### src/rtl/uart_pkg.sv
// uart_pkg: shared UART receive/transmit types and frame geometry defaults.
// Holds the receiver FSM encoding and a parity helper.
package uart_pkg;

    localparam int UART_DATA_BITS  = 8;
    localparam int UART_OVERSAMPLE = 16;

    typedef enum logic [2:0] {
        RX_IDLE   = 3'b000,
        RX_START  = 3'b001,
        RX_DATA   = 3'b010,
        RX_PARITY = 3'b011,
        RX_STOP   = 3'b100
    } rx_state_t;

    // Parity bit a transmitter attaches to a frame of up to 9 data bits.
    // Unused upper bits must be zero; odd=1 selects odd parity.
    function automatic logic parity_of(
        input logic [8:0] bits,
        input logic       odd
    );
        return (^bits) ^ odd;
    endfunction

endpackage

### src/rtl/bit_synchronizer.sv
// bit_synchronizer: two-flop synchronizer for a single asynchronous input.
// Ports: clock, reset (sync, active-high), d (async in), q (synchronized out).
module bit_synchronizer #(
    parameter logic RESET_VALUE = 1'b1
) (
    input  logic clock,
    input  logic reset,
    input  logic d,
    output logic q
);

    logic meta;

    always_ff @(posedge clock) begin
        if (reset) begin
            meta <= RESET_VALUE;
            q    <= RESET_VALUE;
        end else begin
            meta <= d;
            q    <= meta;
        end
    end

endmodule

### src/rtl/uart_receiver.sv
// uart_receiver: oversampling UART receive stage with valid/ready byte output.
// Ports: clock, reset (sync, active-high), rxclk_en (oversample tick), rx
// (async serial line), rx_data/rx_valid/rx_ready (byte handshake), err_clr,
// sticky frame_err/parity_err/overrun flags, estado (FSM state for debug).
// Optional feature: define UART_RX_PARITY_EN to add a parity bit per frame
// (PARITY_ODD selects odd parity); otherwise parity_err is tied to 0.
module uart_receiver
    import uart_pkg::*;
#(
    parameter int DATA_BITS  = UART_DATA_BITS,
    parameter int OVERSAMPLE = UART_OVERSAMPLE,
    parameter int PARITY_ODD = 0
) (
    input  logic                 clock,
    input  logic                 reset,
    input  logic                 rxclk_en,
    input  logic                 rx,
    output logic [DATA_BITS-1:0] rx_data,
    output logic                 rx_valid,
    input  logic                 rx_ready,
    input  logic                 err_clr,
    output logic                 frame_err,
    output logic                 parity_err,
    output logic                 overrun,
    output logic [2:0]           estado
);

    localparam int CW = $clog2(OVERSAMPLE);
    localparam int IW = $clog2(DATA_BITS);

    localparam logic [CW-1:0] CNT_MID  = CW'(OVERSAMPLE / 2 - 1);
    localparam logic [CW-1:0] CNT_LAST = CW'(OVERSAMPLE - 1);
    localparam logic [IW-1:0] IDX_LAST = IW'(DATA_BITS - 1);

    generate
        if (DATA_BITS < 5 || DATA_BITS > 9 || OVERSAMPLE < 8 ||
            (OVERSAMPLE & (OVERSAMPLE - 1)) != 0 ||
            PARITY_ODD < 0 || PARITY_ODD > 1) begin : g_bad_cfg
            $error("uart_receiver: unsupported parameter set");
        end
    endgenerate

`ifdef UART_RX_PARITY_EN
    localparam rx_state_t AFTER_DATA = RX_PARITY;
    localparam logic      PAR_ODD    = 1'(PARITY_ODD);
`else
    localparam rx_state_t AFTER_DATA = RX_STOP;
`endif

    rx_state_t            state, state_n;
    logic [CW-1:0]        cnt, cnt_n;
    logic [IW-1:0]        idx, idx_n;
    logic [DATA_BITS-1:0] shreg, shreg_n;
    logic                 rx_s;
    logic                 prev_rx;
    logic                 deliver;
    logic                 frame_set;
    logic                 load;
    logic                 ovr_set;

`ifdef UART_RX_PARITY_EN
    logic par_bad, par_bad_n;
    logic parity_set;
    logic parity_q;
`else
    logic par_bad;
    assign par_bad = 1'b0;
`endif

    bit_synchronizer #(
        .RESET_VALUE(1'b1)
    ) u_rx_sync (
        .clock (clock),
        .reset (reset),
        .d     (rx),
        .q     (rx_s)
    );

    assign estado = state;

    always_ff @(posedge clock) begin
        if (reset) begin
            state   <= RX_IDLE;
            cnt     <= '0;
            idx     <= '0;
            shreg   <= '0;
            prev_rx <= 1'b1;
        end else begin
            state <= state_n;
            cnt   <= cnt_n;
            idx   <= idx_n;
            shreg <= shreg_n;
            // Edge history advances only on ticks, so a line that was
            // sampled low at the stop bit cannot look like a new edge.
            if (rxclk_en) begin
                prev_rx <= rx_s;
            end
        end
    end

    always_comb begin
        state_n   = state;
        cnt_n     = cnt;
        idx_n     = idx;
        shreg_n   = shreg;
        deliver   = 1'b0;
        frame_set = 1'b0;
`ifdef UART_RX_PARITY_EN
        par_bad_n  = par_bad;
        parity_set = 1'b0;
`endif
        if (rxclk_en) begin
            unique case (state)
                RX_IDLE: begin
                    if (prev_rx && !rx_s) begin
                        state_n = RX_START;
                        cnt_n   = '0;
                    end
                end
                RX_START: begin
                    if (cnt == CNT_MID) begin
                        cnt_n = '0;
                        if (!rx_s) begin
                            state_n = RX_DATA;
                            idx_n   = '0;
`ifdef UART_RX_PARITY_EN
                            par_bad_n = 1'b0;
`endif
                        end else begin
                            state_n = RX_IDLE;
                        end
                    end else begin
                        cnt_n = cnt + 1'b1;
                    end
                end
                RX_DATA: begin
                    if (cnt == CNT_LAST) begin
                        cnt_n   = '0;
                        idx_n   = idx + 1'b1;
                        shreg_n = {rx_s, shreg[DATA_BITS-1:1]};
                        if (idx == IDX_LAST) begin
                            state_n = AFTER_DATA;
                        end
                    end else begin
                        cnt_n = cnt + 1'b1;
                    end
                end
`ifdef UART_RX_PARITY_EN
                RX_PARITY: begin
                    if (cnt == CNT_LAST) begin
                        cnt_n   = '0;
                        state_n = RX_STOP;
                        if (rx_s != parity_of(9'(shreg), PAR_ODD)) begin
                            parity_set = 1'b1;
                            par_bad_n  = 1'b1;
                        end
                    end else begin
                        cnt_n = cnt + 1'b1;
                    end
                end
`endif
                RX_STOP: begin
                    if (cnt == CNT_LAST) begin
                        cnt_n   = '0;
                        state_n = RX_IDLE;
                        if (!rx_s) begin
                            frame_set = 1'b1;
                        end else if (!par_bad) begin
                            deliver = 1'b1;
                        end
                    end else begin
                        cnt_n = cnt + 1'b1;
                    end
                end
                default: begin
                    state_n = RX_IDLE;
                    cnt_n   = '0;
                end
            endcase
        end
    end

    // A new byte may replace the held one only if the consumer is taking
    // the held one in this very cycle; otherwise the new byte is lost.
    assign load    = deliver && (!rx_valid || rx_ready);
    assign ovr_set = deliver && rx_valid && !rx_ready;

    always_ff @(posedge clock) begin
        if (reset) begin
            rx_data   <= '0;
            rx_valid  <= 1'b0;
            frame_err <= 1'b0;
            overrun   <= 1'b0;
        end else begin
            if (load) begin
                rx_data  <= shreg;
                rx_valid <= 1'b1;
            end else if (rx_valid && rx_ready) begin
                rx_valid <= 1'b0;
            end
            frame_err <= frame_set | (frame_err & ~err_clr);
            overrun   <= ovr_set | (overrun & ~err_clr);
        end
    end

`ifdef UART_RX_PARITY_EN
    always_ff @(posedge clock) begin
        if (reset) begin
            par_bad  <= 1'b0;
            parity_q <= 1'b0;
        end else begin
            par_bad  <= par_bad_n;
            parity_q <= parity_set | (parity_q & ~err_clr);
        end
    end

    assign parity_err = parity_q;
`else
    assign parity_err = 1'b0;
`endif

endmodule

### config.mk
export PLATFORM = sky130hd
export DESIGN_NAME = uart_receiver
export DESIGN_NICKNAME = d
export VERILOG_FILES = /design/src/rtl/uart_pkg.sv /design/src/rtl/bit_synchronizer.sv /design/src/rtl/uart_receiver.sv
export SDC_FILE = /design/constraint.sdc
export NUM_CORES = 1
export LEC_CHECK = 0
export CAP_MARGIN = 40
export CORE_MARGIN = 2
export CORE_UTILIZATION = 44
export CTS_BUF_LIST = sky130_fd_sc_hd__clkbuf_2 sky130_fd_sc_hd__clkbuf_4 sky130_fd_sc_hd__clkbuf_8
export CTS_CLUSTER_DIAMETER = 40
export DETAILED_ROUTE_END_ITERATION = 8
export HOLD_SLACK_MARGIN = 0.15
export PLACE_DENSITY = 0.73
export SYNTH_ARGS = -nofsm -noshare
export SYNTH_HDL_FRONTEND = slang
export SYNTH_SLANG_ARGS = --single-unit
### constraint.sdc
create_clock -name clock -period 1.9 [get_ports clock]
set_input_delay 0.19 -clock clock [delete_from_list [all_inputs] [get_ports clock]]
set_output_delay 0.19 -clock clock [all_outputs]
set_load 0.1 [all_outputs]
=== Word level (Yosys, flattened, before mapping) ===
Cells that the tools add are included.

* Bits in registers: 32
* Bits of input ports: 6
* Output and inout port bits: 15
* Word-level logic and storage cells: 72

* $add $sub $neg: 2
* Equality and inequality tests: 12
* Multiplexer cells: 25
* Bitwise gates (word level): 5
* Reductions and logical operators: 17

{| class="wikitable"
|+ Operators by type and width
! kind !! count
|-
| 3-bit two-way mux || 8
|-
| 4-bit two-way mux || 3
|-
| 2-bit inequality test, second input constant || 6
|-
| 3-bit case mux with 4 select lines || 1
|-
| 4-bit case mux with 3 select lines || 1
|-
| 1-bit two-way mux || 10
|-
| 3-bit == test, second input constant || 2
|-
| 3-bit case mux with 2 select lines || 1
|-
| 6-bit AND reduction || 1
|-
| 1-bit logical AND || 5
|-
| 5-bit AND reduction || 1
|-
| 4-bit by 1-bit adder with 4-bit output, second input constant || 1
|-
| 4-bit by 3-bit == test with 1-bit output, second input constant || 1
|-
| 4-bit == test, second input constant || 1
|-
| 2-bit nonzero test || 2
|-
| 3-bit by 1-bit adder with 3-bit output, second input constant || 1
|-
| 3-bit by 1-bit == test with 1-bit output, second input constant || 1
|-
| 3-bit by 2-bit == test with 1-bit output, second input constant || 1
|-
| 1-bit logical NOT || 3
|-
| 3-bit logical NOT || 1
|-
| 3-bit AND reduction || 1
|-
| 1-bit AND || 2
|-
| 2-bit two-way mux || 1
|-
| 1-bit OR || 2
|-
| other kinds (4) || 4
|}

=== Longest topological paths before layout ===
* Word-level depth: 7
* Depth in mapped cells: 6
* Gate-level depth less buffers: 5

=== By module ===
From an unflattened synthesis, not the netlist that was laid out.

* Cells, all modules: 147
* Area, all modules: 1,420.1 µm²

{| class="wikitable"
|+ By module, submodules not included
! module !! times used !! cells each !! area an instance (µm²) !! seq. area each (µm²)
|-
| uart_receiver || 1 || 143 || 1,367.6 || 600.6
|-
| bit_synchronizer || 1 || 4 || 52.6 || 40.0
|}

=== Least setup slack after synthesis ===
No wires, ideal clock.

* Path kind: register -> register
* From: reg state[1] (netlist: estado[1])
* To: reg shreg[7]
* Setup time: 0.128 ns
* Arrival time: 2.098 ns
* Data required time: 1.772 ns
* Setup slack: -0.325 ns
* Stages on the path, launching flop included: 7
* Buffers on the path: 2
* Period minus slack after synthesis: 2.225 ns
* Cell sequence: dfxtp_1 > buf_4 > nor3b_1 > and3_1 > buf_4 > mux2i_1 > nor2_1

* Longest elaborated chain between the ends: 2

{| class="wikitable"
|+ RTL lines
! what !! RTL line !! RTL
|-
| from (decl) || uart_receiver.sv:50 || <nowiki>rx_state_t state, state_n;</nowiki>
|-
| from (signal assigned) || uart_receiver.sv:89 || <nowiki>state <= state_n;</nowiki>
|-
| 3-bit by 2-bit == test with 1-bit output || uart_receiver.sv:113 || <nowiki>unique case (state)</nowiki>
|-
| 3-bit AND reduction (no line) || n/a ||
|-
| to (signal assigned) || uart_receiver.sv:92 || <nowiki>shreg <= shreg_n;</nowiki>
|-
| to (decl) || uart_receiver.sv:53 || <nowiki>logic [DATA_BITS-1:0] shreg, shreg_n;</nowiki>
|}

No other way between the ends.
A chain may end at the register's enable or synchronous reset.

=== Worst setup path after layout ===
* From: reg cnt[0]
* To: reg state[2] (netlist: estado[2])

* Longest elaborated chain between the ends: 3
* Elaborated cells between the ends (all ways): 6
* Classes of those cells: eq/ne: 5; reduce/logical: 1

{| class="wikitable"
|+ RTL lines
! what !! RTL line !! RTL
|-
| from (decl) || uart_receiver.sv:51 || <nowiki>logic [CW-1:0] cnt, cnt_n;</nowiki>
|-
| from (signal assigned) || uart_receiver.sv:90 || <nowiki>cnt <= cnt_n;</nowiki>
|-
| 4-bit == test or 4-bit by 3-bit == test with 1-bit output (tied branches) || uart_receiver.sv:137, uart_receiver.sv:163, uart_receiver.sv:121 ||
|-
| 2-bit inequality test (no line) || n/a ||
|-
| 6-bit AND reduction (no line) (*) || n/a ||
|}

Mark *: on every way between the ends. The rest lies on a longest branch, timed or not.

==> summary.md <==
| Metric | Value |
|---|---|
| FF+latch count, synth | 32 |
| Final clock skew | 9.25 ps |
| CP Class | register to register |
| ANT nets after route | 0 |
| Max-slew violations | 0 |
| Power per standard cell area | 753 mW/mm^2 |
| Placed instance count | 207 |
| CP Cell Sequence | ha_1, nand3_1, o211a_2, a221oi_4, mux2i_1 |
| CP required | 2160 ps |
| Yosys cell types | 38 |
| Port Buffer Count | 19 |
| Post-synth top area share | 0.444 |
| Final Hold Fails | 0 |
| Synthesized area | 0.00144 sq mm |
| Worst-path fanout max | 6 |
| Post-synth top area cell | dfxtp_1 |
| Vias in the first global route | 1061 |
| DIE AREA | 0.00375 sq mm |
| Root Buffer | clkbuf_4 |
| Async set-or-reset flop fraction in the synthesized netlist | 0 |
| GR Layer Usage met3 | 0.0630 |
| Synth warn | 0 |
| Syn_nets | 158 |
| Die W | 61.3 um |
| Antenna Cells | 0 |
| GRT Residual Overflow | 0 |
| Hold Buf Count CTS | 0 |
| WL/cell | 12.5 um |
| Cells after Synth | 149 |
| HPWL reported at the end of detailed placement | 1.94 mm |
| # resized after CTS | 0 |
| TritonCTS buffer count | 5 |
| Area grow syn2layout | 19.5% |
| Max_cap viols | 0 |
| Met1 Track Usage GR | 0.215 |
| Layout cells sized above 1 | 0.211 |
| Total core area | 0.00308 sq mm |
| # IOs | 21 |
| Crit path largest cell delay | 380 ps |
| H-tree depth | 2 |
| Worst skew pair latency | 330 ps |
| Placer Congestion | 0.816 |
| Via count | 1090 |
| Final #Nets | 179 |
| RSZ-0062 raised after global routing | false |
| Multi-input logic area | 752 sq um |
| Outcome | finished, final reports clean |
| Clock sink count | 32 |
| Non-filler instance count after layout | 215 |
| Top_reg_cell synth | dfxtp_1 |
| Worst hold path type | primary input to register |
| P_leak | 0.720 nW |
| Final setup vio count | 0 |
| Clk slew on worst S/H paths | 110 ps |
| Row count | 20 |
| Longest Clk Path Bufs | 2 |
| Largest net degree at the start of global routing | 24 |
| Slowest-stage cell, CP | dfxtp_1 |
| Initial drt markers | 91 |
| Reg area | 644 sq um |
| Fin Setup TNS | 0 ps |
| Total Routed Length | 2.69 mm |
| Setup crit start kind | register |
| Worst setup EP type | register |
| # fillers | 285 |
| Peak VDD IR | 467 uV |
| Fin crit share | 0.895 |
| Vias per inst | 5.07 |
| Crit path DAT | 1960 ps |
| Syn avg cell area | 9.68 sq um |
| Die Ht | 61.3 um |
| Setup bufs post-CTS | 0 |
| Fin crit period | 1700 ps |
| # DRC | 0 |
| First-pass GRT wire length | 4.62 mm |
| Fmax | 588 MHz |
| Synth top area cells | dfxtp_1 (44%), mux2i_1 (15%), nor2_1 (6.0%) |
| Drt first pass iters | 4 |
| GRT met2 Usage | 0.261 |
| Initial antenna violation count | 0 |
| Overall global routing resource usage | 0.169 |
| Post-synth EDFFs | 0 |
| Busiest grt layer | met2 |
| Initial Util | 0.469 |
| TritonCTS clock tree | yes |
| Post-synthesis sequential area ratio | 0.444 |
==> cells in the final DEF, fill, tap and decap left out, drive strengths merged <==
cell type,instances
or3,1
nor3b,2
nand4b,2
and4b,1
or4,1
dfxtp,32
and3,2
o21ai,5
a22oi,2
or2b,1
a211o,1
a221oi,1
a31oi,2
mux2i,21
o211a,1
inv,2
bufinv,1
ha,3
nor4b,1
nand3b,3
and3b,2
nor2b,1
xor2,1
clkinvlp,1
nor2,23
nand2b,6
and2,2
or2,2
o21a,2
clkdlybuf4s50,5
a21oi,5
nand2,5
conb,1
nand3,4
clkbuf,5
buf,18
nand4,3
==> routing by layer <==
layer | vias up | routed length (um)
li1 | 568 | -
met1 | 494 | 1340
met2 | 24 | 1210
met3 | 4 | 126
met4 | 0 | 23
met5 | - | 0
==> flip-flops by register name, summed over array words and instances, names as in the netlist <==
register / cells
idx: 3
rx_valid: 1
cnt: 4
u_rx_sync.q: 1
frame_err: 1
overrun: 1
prev_rx: 1
rx_data: 8
shreg: 8
u_rx_sync.meta: 1
estado: 3
==> Yosys cell counts (3+ instances only) <==
| cell type | instances |
|---|---|
| dfxtp_1 | 32 |
| nor2_1 | 23 |
| mux2i_1 | 21 |
| nand2b_1 | 6 |
| a21oi_1 | 5 |
| clkbuf_1 | 5 |
| nand2_1 | 5 |
| nand3_1 | 4 |
| o21ai_0 | 4 |
| buf_4 | 3 |
| ha_1 | 3 |
| nand3b_1 | 3 |
==> layout make-up <==
type,count,area share
inverters,1,0.00218
flip-flops and latches,32,0.374
repair buffers,23,0.107
clock inverters,3,0.0269
clock buffers,5,0.0218
well taps,44,0.0319
multi-input cells,107,0.436
==> power breakdown <==
part	leakage, nW	internal [W]	switching, W
clock	0.0418	0.000281	0.000246
combinational	0.418	0.0000346	0.0000524
sequential	0.260	0.000676	0.00000803
==> path summary, 6_finish.rpt <==
path	startpoint	to	slack, ps	cells past startpoint
setup reg to reg	cnt[0]$_SDFFE_PP0P_	estado[2]$_SDFFE_PP0P_	200	5
hold reg to reg	u_rx_sync.meta$_SDFF_PP1_	u_rx_sync.q$_SDFF_PP1_	430	1
setup / recovery	cnt[0]$_SDFFE_PP0P_	estado[2]$_SDFFE_PP0P_	200	5
hold / removal	rx	u_rx_sync.meta$_SDFF_PP1_	410	2
==> through the flow <==
stage | util | setup WS (ps) | instance area (sq um) | power (W) | hold slack [ps]
2_1_floorplan | - | 26.2 | 1450 | 0.000762 | 294
3_3_place_gp | 0.533 | 252 | 1640 | 0.000784 | 393
3_5_place_dp | 0.533 | 201 | 1640 | 0.000786 | 403
4_1_cts | 0.560 | 188 | 1720 | 0.00131 | 400
5_1_grt | 0.560 | 89.1 | 1720 | 0.00136 | 389
6_report | 0.560 | 200 | 1720 | 0.00130 | 411
==> worst max-delay path, delay by kind of cell, from the launching register on <==
kind | cells | cell delay (ps)
flip-flops | 1 | 380
AND/OR/NAND/NOR | 1 | 100
multiplexers | 1 | 220
adder cells (fa/ha/maj) | 1 | 260
AO/OA/AOI/OAI | 2 | 680
==> cell families (layout without fill, tap and decap cells) <==
group           Yosys count  in the layout  synth area share
compound gates           19             19            0.0954
xor+xnor                  1              1           0.00607
fa+ha+maj                 3              3            0.0260
buf+inv                  10             32            0.0347
flops                    32             32             0.444
mux                      21             21             0.146
other cells               1              1           0.00260
simple gates             62             62             0.245
Note: power is estimated with default switching activity, not from simulation.
